[src/rtl/cmd_pad_sequencer_if.sv]
// rtl/cmd_pad_sequencer_if.sv - command/response handshake between the CMD pad sequencer and the card command decoder
interface cmd_pad_sequencer_if #(
   parameter int CMD_W       = 48,
   parameter int RESP_LONG_W = 136
);
   logic                   cmd_valid;
   logic [CMD_W-1:0]       cmd_frame;
   logic                   cmd_end_err;
   logic                   cmd_crc_err;
   logic                   resp_start;
   logic                   resp_long;
   logic [RESP_LONG_W-1:0] resp_frame;
   logic                   resp_skip;
   logic                   resp_done;
   logic                   resp_dropped;
   logic                   busy;

   modport master (
      output cmd_valid, cmd_frame, cmd_end_err, cmd_crc_err, resp_done, resp_dropped, busy,
      input  resp_start, resp_long, resp_frame, resp_skip
   );

   modport slave (
      input  cmd_valid, cmd_frame, cmd_end_err, cmd_crc_err, resp_done, resp_dropped, busy,
      output resp_start, resp_long, resp_frame, resp_skip
   );
endinterface

[src/rtl/cmd_pad_sequencer.sv]
// rtl/cmd_pad_sequencer.sv - SD card CMD pad sequencer: command deserialiser and response serialiser
// Optional CRC7 checking of received commands is built when CMD_CRC7_CHECK_EN is defined.
module cmd_pad_sequencer #(
   parameter int CMD_W        = 48,
   parameter int RESP_SHORT_W = 48,
   parameter int RESP_LONG_W  = 136,
   parameter int NCR_CYCLES   = 2
) (
   input  logic                 clk_SD,
   input  logic                 rst_n_SD,
   input  logic                 data_out_serialToParallel,
   output logic                 data_in_parallelToSerial_PAD,
   output logic                 OutIn_control,
   output logic                 ENB_control,
   cmd_pad_sequencer_if.master  up
);
   typedef enum logic [2:0] {S_IDLE, S_RX, S_WAIT_RESP, S_NCR, S_TX, S_TX_END} state_t;

   state_t                 state_q, state_d;
   logic [CMD_W-2:0]       rx_sr;
   logic [7:0]             bit_cnt;
   logic [7:0]             ncr_cnt;
   logic [RESP_LONG_W-1:0] tx_sr;
   logic                   tx_long_q;
   logic [CMD_W-1:0]       cmd_frame_q;
   logic                   cmd_valid_q, end_err_q, dropped_q;
   logic                   rx_start, rx_done, resp_accept, dropped;
   logic                   sample;
   logic [7:0]             tx_last;

   assign sample  = data_out_serialToParallel;
   assign tx_last = tx_long_q ? 8'(RESP_LONG_W - 1) : 8'(RESP_SHORT_W - 1);

   always_ff @(posedge clk_SD or negedge rst_n_SD) begin
      if (!rst_n_SD) state_q <= S_IDLE;
      else           state_q <= state_d;
   end

   always_comb begin
      state_d     = state_q;
      rx_start    = 1'b0;
      rx_done     = 1'b0;
      resp_accept = 1'b0;
      dropped     = 1'b0;
      case (state_q)
         S_IDLE: if (!sample) begin
            state_d  = S_RX;
            rx_start = 1'b1;
         end
         S_RX: begin
            if (bit_cnt == 8'd1 && !sample) begin
               state_d = S_IDLE;
            end else if (bit_cnt == 8'(CMD_W - 1)) begin
               state_d = S_WAIT_RESP;
               rx_done = 1'b1;
            end
         end
         S_WAIT_RESP: begin
            if (up.resp_skip) begin
               state_d = S_IDLE;
            end else if (up.resp_start) begin
               state_d     = S_NCR;
               resp_accept = 1'b1;
            end else if (!sample) begin
               state_d  = S_RX;
               rx_start = 1'b1;
               dropped  = 1'b1;
            end
         end
         S_NCR:    if (ncr_cnt == 8'd0) state_d = S_TX;
         S_TX:     if (bit_cnt == tx_last) state_d = S_TX_END;
         S_TX_END: state_d = S_IDLE;
         default:  state_d = S_IDLE;
      endcase
   end

   always_ff @(posedge clk_SD or negedge rst_n_SD) begin
      if (!rst_n_SD) begin
         rx_sr         <= '0;
         bit_cnt       <= '0;
         ncr_cnt       <= '0;
         tx_sr         <= '0;
         tx_long_q     <= 1'b0;
         cmd_frame_q   <= '0;
         cmd_valid_q   <= 1'b0;
         end_err_q     <= 1'b0;
         dropped_q     <= 1'b0;
         OutIn_control <= 1'b0;
         ENB_control   <= 1'b0;
      end else begin
         ENB_control   <= 1'b1;
         // Enable trails the bit stream by one cycle to match the pad's output register.
         OutIn_control <= (state_q == S_TX);
         cmd_valid_q   <= rx_done;
         dropped_q     <= dropped;
         if (rx_start) begin
            rx_sr   <= {{(CMD_W-2){1'b0}}, sample};
            bit_cnt <= 8'd1;
         end else begin
            case (state_q)
               S_RX: begin
                  rx_sr   <= {rx_sr[CMD_W-3:0], sample};
                  bit_cnt <= bit_cnt + 8'd1;
               end
               S_NCR:   bit_cnt <= '0;
               S_TX:    bit_cnt <= bit_cnt + 8'd1;
               default: ;
            endcase
         end
         if (rx_done) begin
            cmd_frame_q <= {rx_sr, sample};
            end_err_q   <= ~sample;
         end
         if (resp_accept) begin
            tx_sr     <= up.resp_long ? up.resp_frame
                         : {up.resp_frame[RESP_SHORT_W-1:0], {(RESP_LONG_W-RESP_SHORT_W){1'b0}}};
            tx_long_q <= up.resp_long;
            ncr_cnt   <= 8'(NCR_CYCLES - 1);
         end else if (state_q == S_NCR) begin
            ncr_cnt <= ncr_cnt - 8'd1;
         end else if (state_q == S_TX) begin
            tx_sr <= {tx_sr[RESP_LONG_W-2:0], 1'b0};
         end
      end
   end

`ifdef CMD_CRC7_CHECK_EN
   logic [6:0] crc_q;
   logic       crc_err_q;

   function automatic logic [6:0] crc7_step(input logic [6:0] c, input logic b);
      logic fb;
      fb = c[6] ^ b;
      return {c[5:3], c[2] ^ fb, c[1:0], fb};
   endfunction

   // CRC covers frame bits 47..8, i.e. the first CMD_W-8 samples of the frame.
   always_ff @(posedge clk_SD or negedge rst_n_SD) begin
      if (!rst_n_SD) begin
         crc_q     <= '0;
         crc_err_q <= 1'b0;
      end else begin
         if (rx_start)
            crc_q <= crc7_step(7'd0, sample);
         else if (state_q == S_RX && bit_cnt < 8'(CMD_W - 8))
            crc_q <= crc7_step(crc_q, sample);
         if (rx_done)
            crc_err_q <= (crc_q != rx_sr[6:0]);
      end
   end

   assign up.cmd_crc_err = crc_err_q;
`else
   assign up.cmd_crc_err = 1'b0;
`endif

   assign data_in_parallelToSerial_PAD = (state_q == S_TX) ? tx_sr[RESP_LONG_W-1] : 1'b1;
   assign up.cmd_valid    = cmd_valid_q;
   assign up.cmd_frame    = cmd_frame_q;
   assign up.cmd_end_err  = end_err_q;
   assign up.resp_done    = (state_q == S_TX_END);
   assign up.resp_dropped = dropped_q;
   assign up.busy         = (state_q != S_IDLE);
endmodule

[src/flat_wrapper.sv]
// flat-port wrapper written by rule: the top's interface ports become plain ports
module cmd_pad_sequencer_flat 
#(
   parameter int CMD_W        = 48,
   parameter int RESP_SHORT_W = 48,
   parameter int RESP_LONG_W  = 136,
   parameter int NCR_CYCLES   = 2
)
  (clk_SD, rst_n_SD, data_out_serialToParallel, data_in_parallelToSerial_PAD, OutIn_control, ENB_control, up_cmd_valid, up_cmd_frame, up_cmd_end_err, up_cmd_crc_err, up_resp_done, up_resp_dropped, up_busy, up_resp_start, up_resp_long, up_resp_frame, up_resp_skip);
  cmd_pad_sequencer_if #(.CMD_W(CMD_W), .RESP_LONG_W(RESP_LONG_W)) up_i ();
  input  logic clk_SD;
  input  logic rst_n_SD;
  input  logic data_out_serialToParallel;
  output logic data_in_parallelToSerial_PAD;
  output logic OutIn_control;
  output logic ENB_control;
  output wire logic [$bits(up_i.cmd_valid)-1:0] up_cmd_valid;
  output wire logic [$bits(up_i.cmd_frame)-1:0] up_cmd_frame;
  output wire logic [$bits(up_i.cmd_end_err)-1:0] up_cmd_end_err;
  output wire logic [$bits(up_i.cmd_crc_err)-1:0] up_cmd_crc_err;
  output wire logic [$bits(up_i.resp_done)-1:0] up_resp_done;
  output wire logic [$bits(up_i.resp_dropped)-1:0] up_resp_dropped;
  output wire logic [$bits(up_i.busy)-1:0] up_busy;
  input wire logic [$bits(up_i.resp_start)-1:0] up_resp_start;
  input wire logic [$bits(up_i.resp_long)-1:0] up_resp_long;
  input wire logic [$bits(up_i.resp_frame)-1:0] up_resp_frame;
  input wire logic [$bits(up_i.resp_skip)-1:0] up_resp_skip;
  assign up_cmd_valid = up_i.cmd_valid;
  assign up_cmd_frame = up_i.cmd_frame;
  assign up_cmd_end_err = up_i.cmd_end_err;
  assign up_cmd_crc_err = up_i.cmd_crc_err;
  assign up_resp_done = up_i.resp_done;
  assign up_resp_dropped = up_i.resp_dropped;
  assign up_busy = up_i.busy;
  assign up_i.resp_start = up_resp_start;
  assign up_i.resp_long = up_resp_long;
  assign up_i.resp_frame = up_resp_frame;
  assign up_i.resp_skip = up_resp_skip;
  cmd_pad_sequencer #(.CMD_W(CMD_W), .RESP_SHORT_W(RESP_SHORT_W), .RESP_LONG_W(RESP_LONG_W), .NCR_CYCLES(NCR_CYCLES)) u_core (.clk_SD(clk_SD), .rst_n_SD(rst_n_SD), .data_out_serialToParallel(data_out_serialToParallel), .data_in_parallelToSerial_PAD(data_in_parallelToSerial_PAD), .OutIn_control(OutIn_control), .ENB_control(ENB_control), .up(up_i));
endmodule
[config.mk]
export PLATFORM = sky130hd
export DESIGN_NAME = cmd_pad_sequencer_flat
export DESIGN_NICKNAME = d
export VERILOG_FILES = /design/src/rtl/cmd_pad_sequencer_if.sv /design/src/rtl/cmd_pad_sequencer.sv /design/src/flat_wrapper.sv
export SDC_FILE = /design/constraint.sdc
export NUM_CORES = 1
export LEC_CHECK = 0
export CELL_PAD_IN_SITES_DETAIL_PLACEMENT = 0
export CELL_PAD_IN_SITES_GLOBAL_PLACEMENT = 1
export CORE_UTILIZATION = 44
export DETAILED_ROUTE_END_ITERATION = 10
export GPL_TIMING_DRIVEN = 1
export PLACE_DENSITY = 0.95
export REMOVE_ABC_BUFFERS = 1
export SYNTH_ARGS = -nofsm -noshare
export SYNTH_HDL_FRONTEND = slang
export SYNTH_SLANG_ARGS = --single-unit
export TNS_END_PERCENT = 30
[constraint.sdc]
create_clock -name clk_SD -period 4.5 [get_ports clk_SD]
set_input_delay 1.125 -clock clk_SD [delete_from_list [all_inputs] [get_ports clk_SD]]
set_output_delay 1.125 -clock clk_SD [all_outputs]
set_load 0.05 [all_outputs]
==> impl_metrics.json <==
{
  "grt_util_all_layers_pct": 20.9,
  "hold_path_depth": 2,
  "drtPass1Iterations": 5,
  "yosysTopAreaCell": "dfrtp_1",
  "io_buffers": 197,
  "power_density_nw_per_um2": 339,
  "drive_above_1_share_pct": 8.76,
  "grt_pass1_wl_mm": 46.0,
  "synthArstFlopShare_pct": 100,
  "crit_slowest_cell": "or3_4",
  "p_leak_nw": 6.70,
  "antenna_cells": 0,
  "grt_max_degree": 178,
  "vdd_drop_max_v": 0.000259,
  "clkLatencyLatePin_ns": 0.53,
  "power_frac_seq_pct": 47.1,
  "post-place-ws_ns": 1.21,
  "nets": 1543,
  "reg2reg_depth": 7,
  "cts_resized": 0,
  "end_kind": "output pin",
  "clockPowerShare_pct": 47.4,
  "p_int_w": 0.00390,
  "start_kind": "flop",
  "avgSynthCellArea_sq_um": 9.24,
  "holdBufCountCts": 0,
  "synth_cell_types": 46,
  "rsz0062_at_grt": "false",
  "final-hold-violation-count": 0,
  "critPathRequiredTime_ns": 3.38,
  "synth_flop_cell": "dfrtp_1",
  "synth_top_area_share_pct": 55.1,
  "core-area_sq_um": 26000,
  "cts_setup_buffers": 0,
  "outcome": "finished clean",
  "die_y_um": 165,
  "mostFrequentLayoutCell": "nand2_1",
  "total_power_w": 0.00498,
  "cp.depth": 5,
  "cap_violations": 0,
  "cts_max_level": 1,
  "final_cell_mix": "nand2_1 (475), dfrtp_1 (256), clkdlybuf4s50_1 (194), a21oi_1 (136), a31oi_1 (90)",
  "comb_power_share_pct": 5.5,
  "skew_ns": 0.0123,
  "synth.area.top_cells": "dfrtp_1 (55%), nand2_1 (15%), a21oi_1 (5.9%)",
  "p_sw_w": 0.00107,
  "pin_count": 199,
  "clk_pin_slew_ns": 0.06,
  "critical_path_class": "reg2out",
  "synthAdderAreaFrac_pct": 0.431,
  "tightestPinTransition_ns": 0.976,
  "worstPathMaxFanout": 67,
  "synth_edf_count": 0,
  "setup_violations": 0,
  "drc_errors": 0,
  "synth_area_sq_um": 11600,
  "areaGrowthSynthToFinish_pct": 26.2,
  "cts_tree": "built",
  "cts_buffers": 28,
  "hpwl_mm": 17.3,
  "root_buffer": "clkbuf_16",
  "syn_inst": 1258,
  "design_area_sq_um": 14700,
  "yosys_warnings": 0,
  "overflow": 0,
  "arrival_ns": 2.40,
  "cts_max_path_buffers": 3,
  "synthXorXnorAreaFrac_pct": 0.678,
  "crit_buf_inv": 3,
  "critPathMaxStageDelay_ns": 0.70,
  "slew-limit-headroom_pct": 34.9,
  "clkSinkCount": 256,
  "dpl_cell_area_sq_um": 13700,
  "place_congestion": 0.811,
  "fin_crit_sh_pct": 78.3,
  "synth_simple_gate_area_share_pct": 18.2,
  "drv_slew": 0,
  "num_rows": 59,
  "viasPerCell": 5.39,
  "vias": 9441,
  "ant_nets": 0,
  "critical-path-top-delay-family": "simple AND/OR/NAND/NOR gates",
  "wirelength_mm": 27.8,
  "first_global_vias": 9047,
  "die_w_um": 165,
  "post-route-util_pct": 56.4,
  "crit_chain": "inv_1 > or3_4 > inv_2 > nand2b_1 > buf_4",
  "synth_top_family_by_area": "simple AND/OR/NAND/NOR gates",
  "antenna_found_initial": 3,
  "synth_compound_area_share_pct": 16.7,
  "ys_seq_area_share_pct": 55.1,
  "synthMuxAreaShare_pct": 4.32,
  "holdWs_ns": 0.464,
  "synth.ff_latch_count": 256,
  "fmax_mhz": 284,
  "min_period_ns": 3.52,
  "layout_setup_ws_ns": 0.977,
  "initial_core_util_pct": 44.7,
  "dieArea_sq_um": 27100,
  "first_iter_violations": 913,
  "swShare_pct": 21.6,
  "hp-class": "reg2reg",
  "wl_per_cell_um": 15.9
}
-- registers in the layout (all words and copies together) (netlist names), 3 cells and up --
register             count
u_core.up.cmd_frame     48
u_core.state_q           3
u_core.tx_sr           136
u_core.rx_sr            47
u_core.ncr_cnt           8
u_core.bit_cnt           8
-- tightest hold or removal path, delay by kind of cell, from the launching register on --
family           cells  cell delay [ns]
AND/OR/NAND/NOR      2             0.10
flip-flops           1             0.34
-- kinds of logic after synthesis --
family | Yosys count
buffers and inverters | 108
AND/OR/NAND/NOR | 533
other | 2
flip-flops | 256
AO/OA/AOI/OAI | 296
adder cells (fa/ha/maj) | 4
multiplexers | 50
XOR/XNOR | 9
-- routing by layer --
metal	global-route usage (%)	wire length (um)
met5	0	27
met4	4.92	560
met3	5.50	1920
met1	28.9	12500
met2	32.8	12800
-- cell usage after synthesis (5+ instances only) --
cell / number
a21oi_1: 136
a31oi_1: 90
buf_2: 41
buf_4: 5
buf_6: 6
clkbuf_1: 47
dfrtp_1: 256
inv_1: 5
mux2i_1: 49
nand2_1: 477
nand3_1: 9
nor2_1: 17
nor3_1: 6
o21ai_0: 9
o221a_2: 48
or3_1: 5
xor2_1: 6
-- cell type report --
type                       count  area (sq um)
fill                        2329         11300
sequential                   256          6410
multi-input combinational    894          4720
timing repair buffer         211          2140
clock buffer                  36           802
tap                          335           419
clock inverter                13           161
inverter                       6          22.5
-- worst paths after layout --
check / start / endpoint / slack [ns]
max in group asynchronous: rst_n_SD / u_core.rx_sr[41] / 3.05
worst min-delay path: u_core.up.cmd_frame[43] / u_core.up.cmd_frame[43] / 0.46
worst min register to register: u_core.up.cmd_frame[43] / u_core.up.cmd_frame[43] / 0.46
min in group asynchronous: rst_n_SD / u_core.up.cmd_frame[12] / 0.54
worst max register to register: u_core.state_q[2] / u_core.bit_cnt[4] / 1.37
worst max-delay path: u_core.state_q[2] / data_in_parallelToSerial_PAD / 0.98
-- metrics by stage --
stage,TNS (ns),std cells
2_1_floorplan,-112.03,1156
3_3_place_gp,0,1702
3_5_place_dp,0,1702
4_1_cts,0,1751
5_1_grt,0,1751
6_report,0,1751
-- power groups by stage --
stage | sequential [W] | combinational, W | clock [W]
6_report | 0.00234 | 0.000273 | 0.00236
5_1_grt | 0.00234 | 0.000299 | 0.00252
4_1_cts | 0.00234 | 0.000278 | 0.00241
3_5_place_dp | 0.00238 | 0.000277 | 0
3_3_place_gp | 0.00238 | 0.000274 | 0
2_1_floorplan | 0.00238 | 0.0000526 | 0
No activity file was read; power rests on OpenSTA's default activity.
